File: config.mk
export PLATFORM = sky130hd
export DESIGN_NAME = compress_ctrl
export DESIGN_NICKNAME = d
export VERILOG_FILES = /design/src/rtl/compress_ctrl.sv
export SDC_FILE = /design/constraint.sdc
export NUM_CORES = 1
export LEC_CHECK = 0
export CAP_MARGIN = 10
export CORE_UTILIZATION = 55
export DETAILED_ROUTE_END_ITERATION = 10
export PLACE_DENSITY = 0.69
export SYNTH_ARGS = -nofsm -noshare
export SYNTH_HDL_FRONTEND = slang
export SYNTH_SLANG_ARGS = --single-unit
File: constraint.sdc
create_clock -name i_clk -period 7.8 [get_ports i_clk]
set_clock_uncertainty 0.05 [all_clocks]
set_input_delay 0.78 -clock i_clk [delete_from_list [all_inputs] [get_ports i_clk]]
set_output_delay 0.78 -clock i_clk [all_outputs]
set_load 0.02 [all_outputs]
File: src/rtl/compress_ctrl.sv
// Coefficient compressor and LSB-first bit packer for d in {1,4,5,10,11}.
// Define COMPRESS_CTRL_RANGE_CHK_EN to flag accepted coefficients >= 3329.
module compress_ctrl (
  input  logic        i_clk,
  input  logic        i_rst,
  input  logic        i_start,
  input  logic [3:0]  i_d,
  input  logic [11:0] i_coeff,
  input  logic        i_coeff_valid,
  output logic        o_coeff_ready,
  output logic [7:0]  o_byte,
  output logic        o_byte_valid,
  input  logic        i_byte_ready,
  output logic        o_busy,
  output logic        o_done,
  output logic        o_err,
  output logic        o_range_err
);

  typedef enum logic [1:0] {
    IDLE,
    RUN,
    DRAIN,
    DONE
  } state_t;

  state_t      state;
  logic [3:0]  d;
  logic [7:0]  cnt;
  logic        cnt_term;
  logic        r_vld;
  logic [10:0] r_val;
  logic [23:0] acc;
  logic [4:0]  fill;

  logic        d_ok;
  logic [23:0] k;
  logic [35:0] prod;
  logic [35:0] rnd;
  logic [11:0] q;
  logic [11:0] mask;
  logic [10:0] y;
  logic        xfer;
  logic [4:0]  base;
  logic        absorb;
  logic [4:0]  fill_nxt;
  logic [23:0] acc_sh;
  logic [23:0] acc_nxt;
  logic        accept;

  always_comb begin
    d_ok = (i_d == 4'd1) || (i_d == 4'd4)
        || (i_d == 4'd5) || (i_d == 4'd10)
        || (i_d == 4'd11);
  end

  always_comb begin
    k = 24'h0;
    unique case (1'b1)
      d == 4'd1:  k = 24'h00275F;
      d == 4'd4:  k = 24'h013AFB;
      d == 4'd5:  k = 24'h0275F7;
      d == 4'd10: k = 24'h4EBEDE;
      d == 4'd11: k = 24'h9D7DBB;
      default:    k = 24'h0;
    endcase
  end

  // Round-to-nearest via fixed-point reciprocal of q = 3329.
  always_comb begin
    prod = 36'(i_coeff) * 36'(k);
    rnd  = prod + 36'h000800000;
    q    = 12'(rnd >> 24);
    mask = (12'd1 << d) - 12'd1;
    y    = 11'(q & mask);
  end

  assign o_byte_valid = (fill >= 5'd8);
  assign o_byte       = acc[7:0];

  // A byte leaving frees room so the pending value can merge lower.
  always_comb begin
    xfer     = o_byte_valid && i_byte_ready;
    base     = xfer ? (fill - 5'd8) : fill;
    absorb   = r_vld && (base < 5'd8);
    fill_nxt = base + (absorb ? {1'b0, d} : 5'd0);
    acc_sh   = xfer ? {8'h00, acc[23:8]} : acc;
    acc_nxt  = acc_sh;
    if (absorb) begin
      acc_nxt = acc_sh | ({13'h0, r_val} << base);
    end
  end

  assign o_coeff_ready = (state == RUN) && !cnt_term
                      && (!r_vld || absorb);
  assign accept = o_coeff_ready && i_coeff_valid;

`ifdef COMPRESS_CTRL_RANGE_CHK_EN
  logic range_q;

  always_ff @(posedge i_clk or posedge i_rst) begin
    if (i_rst) begin
      range_q <= 1'b0;
    end else if (state == IDLE && i_start && d_ok) begin
      range_q <= 1'b0;
    end else if (accept && i_coeff >= 12'd3329) begin
      range_q <= 1'b1;
    end
  end

  assign o_range_err = range_q;
`else
  assign o_range_err = 1'b0;
`endif

  always_ff @(posedge i_clk or posedge i_rst) begin
    if (i_rst) begin
      state    <= IDLE;
      d        <= 4'd0;
      cnt      <= 8'd0;
      cnt_term <= 1'b0;
      r_vld    <= 1'b0;
      r_val    <= 11'd0;
      acc      <= 24'd0;
      fill     <= 5'd0;
      o_busy   <= 1'b0;
      o_done   <= 1'b0;
      o_err    <= 1'b0;
    end else begin
      o_done <= 1'b0;
      o_err  <= 1'b0;
      fill   <= fill_nxt;
      acc    <= acc_nxt;

      if (accept) begin
        r_vld <= 1'b1;
        r_val <= y;
      end else if (absorb) begin
        r_vld <= 1'b0;
      end

      if (accept) begin
        cnt <= cnt + 8'd1;
        if (cnt == 8'hFF) begin
          cnt_term <= 1'b1;
        end
      end

      unique case (state)
        IDLE: begin
          if (i_start) begin
            if (d_ok) begin
              d        <= i_d;
              cnt      <= 8'd0;
              cnt_term <= 1'b0;
              o_busy   <= 1'b1;
              state    <= RUN;
            end else begin
              o_err <= 1'b1;
            end
          end
        end
        RUN: begin
          if (accept && cnt == 8'hFF) begin
            state <= DRAIN;
          end
        end
        DRAIN: begin
          if (!r_vld && fill == 5'd0) begin
            o_busy <= 1'b0;
            o_done <= 1'b1;
            state  <= DONE;
          end
        end
        DONE: begin
          state <= IDLE;
        end
        default: begin
          state <= IDLE;
        end
      endcase
    end
  end

endmodule

---- After elaboration in Yosys (flattened, before gate mapping) ----
Index checks and enable logic that the tools add are counted.
word-level totals
  input port bits ......................... 21
  bits in registers ....................... 59
operators by class
  multiplexer cells ....................... 30
  reduce and logical (&&, ||, !) cells .... 21
  add/sub/neg operators ................... 5
  bitwise operators ....................... 2
  order comparisons ....................... 2
  shifts and indexed selects .............. 2
  multipliers ............................. 1
  equal/unequal tests ..................... 18
operators with widths
  kind                    count
  $pmux 24 s5             1
  $mux 24                 2
  $add 35x24->35 const B  1
  $mul 12x24->35          1
  $mux 8                  4
  $or 24x24->24           1
  $shl 11x5->24           1
  $eq 4x3->1 const B      4
  $eq 4x4->1 const B      4
  $mux 1                  15
  $and 11x11->11          1
  $shl 1x4->11 const A    1
  $sub 11x1->11 const B   1
  $add 8x1->8 const B     1
  $eq 4x1->1 const B      2
  $eq 8x8->1 const B      1
  $mux 2                  4
  $pmux 2 s4              1
  $reduce_and 4->1        2
  $logic_and 1x1->1       7
  $ne 2x2->1 const B      3
  $add 5x4->5             1
  $ge 5x4->1 const B      1
  $logic_not 5->1         1
  13 further kinds        20

---- Logic depth before layout (Yosys ltp) ----
  word-level depth ........................ 12
  gate-level depth with buffers ........... 26
  depth with buffers taken out ............ 25

---- Worst setup path after synthesis ----
Ideal clock, no wire load.
  path type ............................... register to register
  from .................................... reg d[3]
  to ...................................... reg r_val[4]
  slack ................................... 1.524 ns
  library setup time ...................... 0.122 ns
  data required time ...................... 7.628 ns
  cell stages (with the launch flop) ...... 24
  data arrival time ....................... 6.105 ns
  period minus slack after synthesis ...... 6.276 ns
  cells stage by stage .................... dfrtp_1 nor2_1 nand2_1 o21bai_1 nand2b_1 clkbuf_1 clkbuf_1 a21oi_1 fa_1 inv_1 fa_1 fa_1 fa_1 inv_1 fa_1 inv_1 ha_1 a21o_1 a221oi_1 or2_2 o221a_2 a21oi_1 or4_1 a32o_1
between the ends
  word-level cells in the longest chain between the ends .. 5
RTL lines
  what                                RTL line  text
  start: declaration                  28        logic [3:0] d;
  start signal: assignment            153       d <= i_d;
  $eq 4x4->1 (tied with other cells)  64        d == 4'd11: k = 24'h9D7DBB;
  $pmux 24 s5                         59        unique case (1'b1)
  $mul 12x24->35                      71        prod = 36'(i_coeff) * 36'(k);
  $add 35x24->35                      72        rnd = prod + 36'h000800000;
  $and 11x11->11 *                    75        y = 11'(q & mask);
  end signal: assignment              137       r_val <= y;
  end: declaration                    32        logic [10:0] r_val;
Mark *: on every way between the ends. The rest lies on a longest branch, timed or not.
A chain may end at the register's enable or synchronous reset.

---- Worst setup path in the final report ----
  from .................................... in i_coeff[6]
  to ...................................... reg r_val[9]
between the ends
  word-level cells in the longest chain between the ends .. 3
RTL lines
  what                RTL line  text
  start: declaration  8         input logic [11:0] i_coeff,
  $mul 12x24->35      71
  $add 35x24->35      72
  $and 11x11->11      75
Every way passes these cells.

==> impl_metrics.yaml <==
power:
  power_frac_comb_pct: 4.6
  vdd.ir_drop.worst_v: 0.000108
  p_sw_mw: 0.158
  finalPower_mw: 0.771
  p_sw_share_pct: 20.5
  pwr-share-seq_pct: 39.8
  p_leak_nw: 6.82
  intPower_mw: 0.613
  clock_power_share_pct: 55.6
  power-per-cell-area_nw_per_um2: 60.6
yosys:
  yosysSeqAreaShare_pct: 12.4
  synthXorXnorAreaFrac_pct: 1.84
  synth-compound-area-share_pct: 8.68
  synth_top_family_by_area: "adder cells"
  synthArstFlopShare_pct: 100
  synthFlopType: "dfrtp_1"
  ys_seq_elements: 59
  synth_mux_area_share_pct: 1.77
  synthCells: 1377
  yosysWarningCount: 0
  synth.area.top_cells: "fa_1 (35%), dfrtp_1 (12%), ha_1 (12%)"
  synthDistinctLibCells: 64
  synthAdderAreaFrac_pct: 46.6
  synth_top_area_share_pct: 34.9
  synth.most_common_cell: "inv_1"
  syn-cell-area_um2: 11900
  yosysTopAreaCell: "fa_1"
  synthSimpleGateAreaFrac_pct: 15.5
  synth_edf_count: 0
  syn_nets: 1716
  syn-mean-instance-area_um2: 8.62
  synthTopCellsByCount: "inv_1 (329), fa_1 (207), nand2_1 (156), ha_1 (111), nor2_1 (84)"
cells_and_area:
  fillerInstances: 1885
  area_growth_pct: 7.19
  drive_gt1_share_pct: 4.20
  multi_input_area_um2: 8840
  diodes: 0
  seq_area_um2: 1480
  final_cell_count_no_fill: 1655
  nNetsFinal: 1715
clocking:
  numCtsBuffers: 9
  cts_root_buf: "clkbuf_16"
  cts_setup_buffers: 0
  cts_tree: "yes"
  cts.sinks: 59
  post_cts_resized: 0
  clockBufferDepth: 2
  clkLatencyLatePin_ns: 0.32
  path_clk_slew_ns: 0.05
  postCtsHoldBufs: 0
  h-tree-depth: 3
global_route:
  grt_max_degree: 60
  gr-total-overflow: 0
  grt_pass1_wl_mm: 48.4
  grt_antenna_before_repair: 0
  grt_pass1_vias: 9433
  track_usage_pct: 28.7
setup_path:
  end_kind: "flop"
  cpMostUsedCell: "fa_1"
  max_stage_delay_ns: 0.92
  critical_path_class: "primary input to flop"
  path_buf_inv: 4
  cp-start-kind: "primary input"
  critPathSlowestCell: "clkdlybuf4s50_1"
  path_max_fanout: 13
  critPathLaunch: "i_coeff[6]"
  cp_data_required_time_ns: 7.98
  arrival_ns: 7.24
  path_delay_family: "adder cells"
  regToRegStartpoint: "d[3]"
  crit_chain: "clkdlybuf4s50_1 > nand2_1 > nor2_1 > a21oi_1 > fa_1 > inv_1 > fa_1 > fa_1 > fa_1 > inv_1 > fa_1 > inv_1 > ha_1 > nand4_1 > nor4_1 > o311ai_0 > nand3_1 > a41oi_1 > xor2_1 > o31ai_1"
hold_path:
  hp-start: "acc[21]"
  hp-class: "flop to flop"
sta:
  setup_viol: 0
  worst_pin_slew_ns: 1.10
  grt_setup_unrepaired: "no"
  period_minus_slack_ns: 7.05
  period_share_pct: 90.4
  drv_slew: 0
  hold_viol_final: 0
  fmax_mhz: 142
  timing.setup.tns_ns: 0
  max_slew_margin_pct: 26.4
placed_design:
  port_buffers: 33
  gp_congestion: 0.929
  dp.cells: 1640
  hpwl_mm: 24.3
die:
  coreArea_um2: 21100
  die_h_um: 149
  die_area_um2: 22200
  num_io_pins: 35
  num_rows: 53
  die_w_um: 149
  start_util_pct: 56.3
routing:
  drc: 0
  vias: 9229
  drtIter0Drc: 577
  wl_per_cell_um: 17.8
  first_pass_iters: 5
  wl_mm: 29.4
  antenna_left: 0
  viasPerCell: 5.58
job:
  maxCapViolations: 0
outcome:
  status: "finished clean"
==> cells by family (layout without fill, tap and decap cells) <==
| family | Yosys count | count (layout) |
|---|---|---|
| buffers and inverters | 398 | 401 |
| and+or+nand+nor | 392 | 392 |
| adders and majority gates | 318 | 318 |
| AOI/OAI and AO/OA | 166 | 166 |
| DFF | 59 | 59 |
| xor gates and xnor gates | 25 | 25 |
| muxes | 18 | 18 |
| other | 1 | 1 |
==> state kept, by name, indices dropped and copies added (netlist names), 2 cells and up <==
name,cells
acc,24
cnt,8
d,4
fill,5
r_val,11
state,2
==> area by class of cell <==
type	instances	share of cell area, %
tap	275	2.70
sequential	59	11.6
clock buffer	11	1.99
inverter	331	9.76
multi-input combinational	920	69.5
clock inverter	4	0.580
timing repair buffer	55	3.89
==> power groups by stage <==
stage	combinational (mW)	clock (mW)	sequential, mW
2_1_floorplan	0.0137	0	0.312
3_3_place_gp	0.0343	0	0.312
3_5_place_dp	0.0349	0	0.312
4_1_cts	0.0350	0.433	0.306
5_1_grt	0.0376	0.450	0.306
6_report	0.0354	0.429	0.306
==> final timing paths <==
check,end,slack (ns),cells after the start
min in group asynchronous,cnt[3],0.94,3
worst min-delay path,acc[21],0.43,1
max in group asynchronous,d[2],6.25,3
worst max register to register,r_val[9],0.95,22
worst max-delay path,r_val[9],0.75,20
worst min register to register,acc[21],0.43,1
==> per-layer routing <==
layer / routed length (um) / global-route usage, %
met1: 12700 / 38.7
met2: 14000 / 47.2
met3: 1870 / 5.17
met4: 847 / 8.83
met5: 0 / 0
==> cells in the final DEF, fill, tap and decap left out, types with 3 or more instances in the layout <==
| master | count |
|---|---|
| a21o_1 | 9 |
| nand2b_1 | 5 |
| xnor2_1 | 12 |
| clkdlybuf4s50_1 | 33 |
| or2_2 | 4 |
| o21bai_1 | 3 |
| nand3_1 | 27 |
| o211ai_1 | 4 |
| and2_1 | 58 |
| nand4_1 | 13 |
| a22o_1 | 3 |
| o31ai_1 | 6 |
| o21ai_0 | 35 |
| and3_1 | 18 |
| ha_1 | 111 |
| mux2i_1 | 12 |
| clkbuf_16 | 9 |
| xor2_1 | 13 |
| o22ai_1 | 17 |
| nor3_1 | 8 |
| inv_1 | 328 |
| a31oi_1 | 4 |
| inv_2 | 3 |
| buf_4 | 22 |
| nor2b_1 | 7 |
| nor2_1 | 84 |
| mux2_2 | 3 |
| a211oi_1 | 10 |
| fa_1 | 207 |
| a21oi_1 | 52 |
| nand2_1 | 156 |
| dfrtp_1 | 59 |
==> per-stage QoR <==
stage	worst slack (ns)	instance area [um2]	hold WS [ns]	utilization [%]
4_1_cts	0.887	12700	0.439	60.3
3_3_place_gp	0.698	12400	0.412	58.8
6_report	0.745	12700	0.434	60.3
5_1_grt	0.356	12700	0.455	60.3
2_1_floorplan	1.52	11900	0.394	-
3_5_place_dp	0.584	12400	0.422	58.8
Note: power is estimated with default switching activity, not from simulation.
==> RTL edit (same settings) <==
Add a define of `COMPRESS_CTRL_RANGE_CHK_EN`.
--- a/src/rtl/compress_ctrl.sv
+++ b/src/rtl/compress_ctrl.sv
@@ -1,4 +1,6 @@
 // Coefficient compressor and LSB-first bit packer for d in {1,4,5,10,11}.
 // Define COMPRESS_CTRL_RANGE_CHK_EN to flag accepted coefficients >= 3329.
+`define COMPRESS_CTRL_RANGE_CHK_EN
+
 module compress_ctrl (
   input  logic        i_clk,
Formal check against the unedited RTL: not equivalent (a bounded check fails within 4 cycles, from zero or initial values and one cycle with i_rst high).
==> RTL edit against the unedited design <==
Sequential cell count is 1 higher. First-iteration DRC count grew 6.1%. Setup slack worse by 250 ps. Largest cell class unchanged. Core utilization is 0.35 points higher. Routed wire length fell by 0.97%. Via count shrank 2.9%. Critical endpoint is now r_val[5]. Design area increased by 0.58%. Non-clock buffer count grew 6. Area after synthesis down 0.14%.
Power is left out: it rests on default switching activity, and per cell area and clock period it moved more than threefold.
==> RTL edit: results (changes against the unedited design) <==
Unique cell type count in the Yosys netlist -> 63 (was 64)
Vias in the first global route -> 9213 (was 9433)
Drt first pass iters -> 4 (was 5)
Detailed Place HPWL -> 24500 µm (was 24300 µm)
Hold path cells -> 2 (was 1)
Crit Path Max Fanout -> 14 (was 13)
Top flop regs -> acc x24, r_val x11, cnt x8 (unchanged)
CP max stage delay -> 570 ps (was 920 ps)
Share of layout cells above drive strength 1 -> 4.75% (was 4.20%)
Syn_nets -> 1693 (was 1716)
Worst Reg-to-Reg Cells -> 22 (unchanged)
Sequential share of the synthesized area -> 12.7% (was 12.4%)
Dpl cells -> 1626 (was 1640)
Final #Nets -> 1701 (was 1715)
Synth cell count leaders -> 326 x inv_1, 207 x fa_1, 152 x nand2_1 (was 329 x inv_1, 207 x fa_1, 156 x nand2_1)
FILL cells -> 1878 (was 1885)
Vias -> 8961 (was 9229)
Top cells by area, synth -> fa_1 35%, dfrtp_1 13%, ha_1 12%, inv_1 10%, nand2_1 4.8% (was fa_1 35%, dfrtp_1 12%, ha_1 12%, inv_1 10%, nand2_1 4.9%)
CP max-delay cell -> dfrtp_1 (was clkdlybuf4s50_1)
Worst hold path class -> reg2reg (unchanged)
Per-cell routed wire length -> 17.7 µm (was 17.8 µm)
Total track usage -> 28.4% (was 28.7%)
Clock Latency Late Sink -> 330 ps
Clock Tree Buf Depth -> 2 (unchanged)
Root buf cell -> clkbuf_16 (unchanged)
IO Port Bufs -> 34 (was 33)
Critical path arrival -> 7470 ps (was 7240 ps)
Routability cong. -> 0.962 (was 0.929)
DR iter-0 viols -> 612 (was 577)
Post-Synthesis Cells -> 1354 (was 1377)
Rel. slew slack -> 21.6% (was 26.4%)
YS warnings -> 0 (unchanged)
Largest net degree at the start of global routing -> 61 (was 60)
Final WL -> 29100 µm (was 29400 µm)
Outcome -> completed (unchanged)
Post-synthesis async set-or-reset flop share -> 100% (unchanged)
Pre-CTS WS -> 469 ps (was 584 ps)
# H-tree levels -> 3 (unchanged)
First-pass GRT wire length -> 47500 µm (was 48400 µm)
==> RTL edit: area by class of cell <==
class / instances / share of cell area, %
Multi-Input combinational cell: 903 / 69.1
Sequential cell: 60 / 11.7
Inverter: 327 / 9.59
Timing Repair Buffer: 61 / 4.24
Tap cell: 275 / 2.69
Clock buffer: 11 / 1.97
Clock inverter: 5 / 0.645
==> RTL edit: metal layers <==
metal / share of wire (%) / track usage [%] / routed length [µm]
met1: 44 / 39.4 / 12900
met2: 45 / 44.4 / 13200
met3: 6.4 / 5.35 / 1880
met4: 3.8 / 11.0 / 1110
met5: 0 / 0 / 0
==> RTL edit: worst paths after layout <==
kind / from / endpoint / slack, ps
setup / recovery: d[3] / r_val[5] / 500
hold / removal: acc[16] / acc[16] / 430
setup reg to reg: d[3] / r_val[5] / 500
hold reg to reg: acc[16] / acc[16] / 430
max in group asynchronous: i_rst / r_val[5] / 6250
min in group asynchronous: i_rst / acc[3] / 930
==> RTL edit: cell families after synthesis <==
| logic type | synth area share [%] |
|---|---|
| simple gates | 15.9 |
| buf+inv | 12.8 |
| fa+ha+maj | 46.7 |
| compound gates | 7.97 |
| flops | 12.7 |
| xor+xnor | 1.84 |
| mux | 2.21 |
==> RTL edit: stage by stage <==
stage               hold WS (ps)  area [µm²]
finish                       430       12800
CTS                          433       12800
global route                 453       12800
floorplan                    400       11900
detailed placement           420       12500
global placement             413       12500
==> RTL edit: timing repair <==
item                                    4_1_cts  5_1_grt
hold buffers                                  0        0
setup buffers                                 0        0
endpoints found under the setup margin        0        1
gates resized for setup                       0        1
